`config.mk`:
```
export PLATFORM = sky130hd
export DESIGN_NAME = vec_issue_seq
export DESIGN_NICKNAME = d
export VERILOG_FILES = /design/src/rtl/vec_isa_pkg.sv /design/src/rtl/vec_field_dec.sv /design/src/rtl/vec_issue_seq.sv
export SDC_FILE = /design/constraint.sdc
export NUM_CORES = 1
export LEC_CHECK = 0
export CAP_MARGIN = 20
export CORE_MARGIN = 3
export CORE_UTILIZATION = 51
export DETAILED_ROUTE_END_ITERATION = 10
export GPL_TIMING_DRIVEN = 0
export MAX_ROUTING_LAYER = met4
export PLACE_DENSITY_LB_ADDON = 0.12
export SLEW_MARGIN = 10
export SYNTH_ARGS = -nofsm -noshare
export SYNTH_HDL_FRONTEND = slang
export SYNTH_HIERARCHICAL = 1
export SYNTH_SLANG_ARGS = --single-unit
export TNS_END_PERCENT = 10
```
`constraint.sdc`:
```
create_clock -name clk -period 4 [get_ports clk]
set_input_delay 0.6 -clock clk [delete_from_list [all_inputs] [get_ports clk]]
set_output_delay 0.6 -clock clk [all_outputs]
set_load 0.01 [all_outputs]
```
`src/rtl/vec_isa_pkg.sv`:
```
// rtl/vec_isa_pkg.sv - opcodes, sequencer state and beat-count helpers for the vector issue sequencer
package vec_isa_pkg;

   localparam logic [3:0] OP_VADD = 4'b0000;
   localparam logic [3:0] OP_VDOT = 4'b0001;
   localparam logic [3:0] OP_SMUL = 4'b0010;
   localparam logic [3:0] OP_SST  = 4'b0011;
   localparam logic [3:0] OP_VLD  = 4'b0100;
   localparam logic [3:0] OP_VST  = 4'b0101;
   localparam logic [3:0] OP_SLL  = 4'b0110;
   localparam logic [3:0] OP_SLH  = 4'b0111;
   localparam logic [3:0] OP_J    = 4'b1000;
   localparam logic [3:0] OP_NOP  = 4'b1111;

   typedef enum logic {
      ST_IDLE  = 1'b0,
      ST_ISSUE = 1'b1
   } state_e;

   // Vector ops walk every element; scalar/control ops issue a single beat.
   function automatic int beat_count(input logic [3:0] op, input int vlen);
      case (op)
         OP_VADD, OP_VDOT, OP_SMUL, OP_VLD, OP_VST: beat_count = vlen;
         OP_SST, OP_SLL, OP_SLH, OP_J:              beat_count = 1;
         default:                                   beat_count = 0;
      endcase
   endfunction

   function automatic logic is_illegal(input logic [3:0] op);
      is_illegal = (op >= 4'b1001) && (op <= 4'b1110);
   endfunction

endpackage

```
`src/rtl/vec_field_dec.sv`:
```
// rtl/vec_field_dec.sv - combinational operand field and writeback enable extraction
module vec_field_dec
   import vec_isa_pkg::*;
(
   input  logic [15:0] instr_i,
   output logic [3:0]  opcode_o,
   output logic [2:0]  dst_o,
   output logic [2:0]  a1_o,
   output logic [2:0]  a2_o,
   output logic [5:0]  offset_o,
   output logic [7:0]  imm_o,
   output logic        v_en_o,
   output logic        s_en_o,
   output logic        illegal_o,
   output logic        nop_o
);

   always_comb begin
      opcode_o  = instr_i[15:12];
      dst_o     = 3'd0;
      a1_o      = 3'd0;
      a2_o      = 3'd0;
      offset_o  = 6'd0;
      imm_o     = 8'd0;
      v_en_o    = 1'b0;
      s_en_o    = 1'b0;
      illegal_o = is_illegal(instr_i[15:12]);
      nop_o     = (instr_i[15:12] == OP_NOP);
      case (instr_i[15:12])
         OP_VADD, OP_VDOT, OP_SMUL: begin
            dst_o = instr_i[11:9];
            a1_o  = instr_i[8:6];
            a2_o  = instr_i[5:3];
         end
         OP_VLD: begin
            dst_o    = instr_i[11:9];
            a1_o     = instr_i[8:6];
            offset_o = instr_i[5:0];
         end
         // Stores read the data register from the rd/rs slot.
         OP_VST, OP_SST: begin
            a1_o     = instr_i[8:6];
            a2_o     = instr_i[11:9];
            offset_o = instr_i[5:0];
         end
         OP_SLL, OP_SLH: begin
            dst_o = instr_i[11:9];
            a1_o  = instr_i[11:9];
            imm_o = instr_i[7:0];
         end
         OP_J: imm_o = instr_i[7:0];
         default: ;
      endcase
      case (instr_i[15:12])
         OP_VADD, OP_VLD, OP_SMUL: v_en_o = 1'b1;
         OP_VDOT, OP_SLL, OP_SLH:  s_en_o = 1'b1;
         default: ;
      endcase
   end

endmodule

```
`src/rtl/vec_issue_seq.sv`:
```
// rtl/vec_issue_seq.sv - accepts instructions and issues them to execute as per-element beats
module vec_issue_seq
   import vec_isa_pkg::*;
#(
   parameter int VLEN = 16,
   parameter int NREG = 8
) (
   input  logic                      clk,
   input  logic                      rst_n,
   input  logic                      instr_valid,
   input  logic [15:0]               instr,
   output logic                      instr_ready,
   output logic                      exe_valid,
   input  logic                      exe_ready,
   output logic [3:0]                functype,
   output logic [$clog2(NREG)-1:0]   dst_addr,
   output logic [$clog2(NREG)-1:0]   addr1,
   output logic [$clog2(NREG)-1:0]   addr2,
   output logic [5:0]                offset,
   output logic [7:0]                immediate,
   output logic                      v_en,
   output logic                      s_en,
   output logic [$clog2(VLEN)-1:0]   elem_idx,
   output logic                      first,
   output logic                      last,
   output logic                      busy,
   output logic                      illegal
);

   localparam int IW = $clog2(VLEN);
   localparam int AW = $clog2(NREG);

   logic [3:0] dec_op;
   logic [2:0] dec_dst, dec_a1, dec_a2;
   logic [5:0] dec_offset;
   logic [7:0] dec_imm;
   logic       dec_v_en, dec_s_en, dec_illegal, dec_nop;

   vec_field_dec u_dec (
      .instr_i   (instr),
      .opcode_o  (dec_op),
      .dst_o     (dec_dst),
      .a1_o      (dec_a1),
      .a2_o      (dec_a2),
      .offset_o  (dec_offset),
      .imm_o     (dec_imm),
      .v_en_o    (dec_v_en),
      .s_en_o    (dec_s_en),
      .illegal_o (dec_illegal),
      .nop_o     (dec_nop)
   );

   state_e        state_q, state_d;
   logic [3:0]    functype_q, functype_d;
   logic [AW-1:0] dst_q, dst_d, a1_q, a1_d, a2_q, a2_d;
   logic [5:0]    offset_q, offset_d;
   logic [7:0]    imm_q, imm_d;
   logic          v_en_q, v_en_d, s_en_q, s_en_d;
   logic [IW-1:0] elem_q, elem_d, last_idx_q, last_idx_d;
   logic          illegal_q, illegal_d;

   logic in_issue, is_last, handshake, accept, start;

   assign in_issue    = (state_q == ST_ISSUE);
   assign is_last     = in_issue && (elem_q == last_idx_q);
   assign handshake   = in_issue && exe_ready;
   // A new instruction may only slip in on the cycle the final beat is consumed.
   assign instr_ready = !in_issue || (handshake && is_last);
   assign accept      = instr_valid && instr_ready;
   assign start       = accept && !dec_illegal && !dec_nop;

   always_comb begin
      state_d    = state_q;
      functype_d = functype_q;
      dst_d      = dst_q;
      a1_d       = a1_q;
      a2_d       = a2_q;
      offset_d   = offset_q;
      imm_d      = imm_q;
      v_en_d     = v_en_q;
      s_en_d     = s_en_q;
      elem_d     = elem_q;
      last_idx_d = last_idx_q;
      illegal_d  = accept && dec_illegal;
      if (start) begin
         state_d    = ST_ISSUE;
         functype_d = dec_op;
         dst_d      = AW'(dec_dst);
         a1_d       = AW'(dec_a1);
         a2_d       = AW'(dec_a2);
         offset_d   = dec_offset;
         imm_d      = dec_imm;
         v_en_d     = dec_v_en;
         s_en_d     = dec_s_en;
         elem_d     = '0;
         last_idx_d = IW'(beat_count(dec_op, VLEN) - 1);
      end else if (handshake) begin
         if (is_last) begin
            state_d = ST_IDLE;
         end else begin
            elem_d = elem_q + 1'b1;
         end
      end
   end

   always_ff @(posedge clk or negedge rst_n) begin
      if (!rst_n) begin
         state_q    <= ST_IDLE;
         functype_q <= '0;
         dst_q      <= '0;
         a1_q       <= '0;
         a2_q       <= '0;
         offset_q   <= '0;
         imm_q      <= '0;
         v_en_q     <= 1'b0;
         s_en_q     <= 1'b0;
         elem_q     <= '0;
         last_idx_q <= '0;
         illegal_q  <= 1'b0;
      end else begin
         state_q    <= state_d;
         functype_q <= functype_d;
         dst_q      <= dst_d;
         a1_q       <= a1_d;
         a2_q       <= a2_d;
         offset_q   <= offset_d;
         imm_q      <= imm_d;
         v_en_q     <= v_en_d;
         s_en_q     <= s_en_d;
         elem_q     <= elem_d;
         last_idx_q <= last_idx_d;
         illegal_q  <= illegal_d;
      end
   end

   assign busy      = in_issue;
   assign exe_valid = in_issue;
   assign first     = in_issue && (elem_q == '0);
   assign last      = is_last;
   assign functype  = functype_q;
   assign dst_addr  = dst_q;
   assign addr1     = a1_q;
   assign addr2     = a2_q;
   assign offset    = offset_q;
   assign immediate = imm_q;
   assign v_en      = v_en_q && in_issue;
   assign s_en      = s_en_q && in_issue;
   assign elem_idx  = elem_q;
   assign illegal   = illegal_q;

endmodule

```
==> results by group <==
STA
  • Final setup viols: 0
  • Slew Viols, Final: 0
  • Final worst slack: ~1100 ps
  • Fin crit share: a little over 70%
  • RSZ-0062 raised after global routing: false
  • Setup_tns: 0 ps
  • Hold violation count in the final report: 0
  • Worst clock skew: 4.676 ps
  • Min cycle time layout: 2900 ps
  • FMAX: between 300 and 400 MHz
  • Slew at the pin closest to its max-slew limit: 787.9 ps
  • Max-slew headroom: approximately 47%

Setup path
  • Crit path launch type: input port
  • Crit path required time: around 3400 ps
  • Largest fanout on the critical path: 4
  • CP arrival: 2300 ps
  • Worst setup path category: in2out
  • Critical path endpoint category: primary output

Synth
  • Syn Area/Cell: 11.51 sq um
  • Mapped Cells: between 150 and 200
  • Synthesized cell area: approximately 2100 sq um
  • Most used DFF post-synth: dfrtp_1
  • Synth Register Bits: 36
  • Most common cell in the netlist: dfrtp_1
  • Mapped Nets: 203
  • Yosys warning total: 6
  • Post-synthesis sequential area ratio: 43.24%
  • Cell variety after synth: 38
  • Async S/R FF share, synth: 100.0%
  • Ranking of synthesized cells by area: dfrtp_1, mux2_4, and2_1
  • Commonest cells in the netlist: dfrtp_1, mux2_4, and2_1, nand2_1, a21oi_1
  • Post-synth top area cell: dfrtp_1
  • Post-synth EDFFs: 0
  • Share of the synthesized area in the top cell type: 43.24%

Global route
  • Initial antenna violation count: 0
  • Total track usage: 20.35%
  • Largest net degree at the start of global routing: 37
  • Vias in the first global route: 1,623
  • First-pass GRT wire length: 7.686 mm
  • Grt total ovfl: 0

CTS
  • Worst-path clk slew: around 70 ps
  • Clk_lat worst skew: ~280 ps
  • Max Buffers Root-to-Sink: 2
  • CTS buffer count: 5
  • CTS resizes: 0
  • Post-CTS Setup Bufs: 0
  • Clock root buffer: clkbuf_8
  • Clock tree from TritonCTS: yes
  • Clk sinks: 36
  • Htree depth: 2
  • Post-CTS Hold Buffers: 0

Worst hold path
  • Hold Path Class: in2async

Final layout
  • Fin nets: 267
  • Fin cells: slightly below 300
  • Fraction of layout cells with a size suffix above 1: roughly a quarter
  • Area delta synth->final: 35.20%
  • N_diodes: 0

Routing
  • Vias post-DR: 1,574
  • Final WL: 4.601 mm
  • DRC viols: 0
  • Antenna viol nets, final: 0
  • Vias per cell: 5.354
  • Routed length per instance: 15.65 um
  • Initial DRC count: 107
  • Number of detailed-route iterations in the first pass: 4

Placement
  • Port Buffers: 57
  • GP Congestion: 0.8900
  • Post-DP HPWL: 3.383 mm
  • Dpl ws: 1039 ps
  • Placed cells: 286

Power and ir drop
  • Leakage power: 1.311 nW
  • PwrDens: 628.2 nW/um^2
  • Pwr Total: 1.769 mW
  • Max VDD drop: 0.3871 mV

Die
  • Die X-Extent: 69.91 um
  • FP Rows: 22
  • Die Area: about 5000 sq um
  • Initial Utilization: 54.84%
  • Die height: 69.91 um
  • Ports: ~60
  • Core area: 3799 sq um

Outcome
  • Status: finished, final reports clean

Flow run
  • Max-Cap Viols: 0
cells in the final DEF (no fill, tap or decap), types with 6 or more instances in the layout:
master / n
a21oi_1: 10
and2_1: 13
clkdlybuf4s50_1: 56
dfrtp_1: 36
mux2_4: 26
nand2_1: 13
nand3_1: 6
nor2_1: 6
nor2b_1: 6
nor2b_2: 8
per-layer routing:
metal | global-route usage [%] | wire length (um) | up-vias
met1 | 25.87 | 2062 | 753
li1 | - | - | 752
met3 | 4.029 | 220 | 9
met2 | 32.11 | 2243 | 60
met5 | - | 0 | -
met4 | 7.872 | 76 | 0
power breakdown:
group / total (mW) / switching [mW] / leakage (nW) / internal, mW
Sequential: 0.615 / 0.111 / 0.471 / 0.504
Combinational: 0.844 / 0.307 / 0.784 / 0.538
Clock: 0.310 / 0.125 / 0.0552 / 0.185
metrics by stage:
stage | util [%] | area [sq um] | hold WS, ps
5_1_grt | 74.14 | 2816 | 441.8
6_report | 74.14 | 2816 | 393.9
3_3_place_gp | 71.44 | 2714 | 488.8
3_5_place_dp | 71.31 | 2709 | 495.4
4_1_cts | 74.14 | 2816 | 418.7
2_1_floorplan | - | 2083 | 304.4
final timing paths:
check	slack [ps]	startpoint	to	cells after the start
worst max-delay path	1100	exe_ready	instr_ready	5
worst min-delay path	390	rst_n	elem_idx[0]	1
worst max register to register	2240	elem_idx[0]	addr2[0]	5
worst min register to register	510	addr1[2]	addr1[2]	1
max in group asynchronous	3110	rst_n	immediate[5]	1
min in group clk	510	addr1[2]	addr1[2]	1
cell families (layout without fill, tap and decap cells):
| logic type | count (synthesis) | in the layout | share of synthesized area, % |
|---|---|---|---|
| xor+xnor | 1 | 1 | 0.4205 |
| buf+inv | 15 | 80 | 5.225 |
| mux | 30 | 30 | 20.90 |
| compound gates | 29 | 29 | 9.550 |
| fa+ha+maj | 2 | 2 | 1.201 |
| flops | 36 | 36 | 43.24 |
| simple gates | 68 | 68 | 19.46 |
critical path: stages:
cell,delay (ps)
clkdlybuf4s50_1,530
nand3_1,90
o21ai_0,340
or2_2,210
clkdlybuf4s50_1,530
state kept, by name, summed over array words and instances, names as in the netlist:
register    flops
addr1           3
addr2           3
busy            1
dst_addr        3
elem_idx        4
functype        4
illegal         1
immediate       8
last_idx_q      1
offset          6
s_en_q          1
v_en_q          1
cell type report:
type                    instances  area, sq um
well taps                      48        60.06
clock buffers                   6        72.57
fillers                       310        982.2
clock inverters                 2        35.03
inverters                       2        7.507
plain buffers                  13        101.3
multi-input cells             130         1074
flip-flops and latches         36        900.9
repair buffers                 57        565.5
Note: power is estimated with default switching activity, not from simulation.
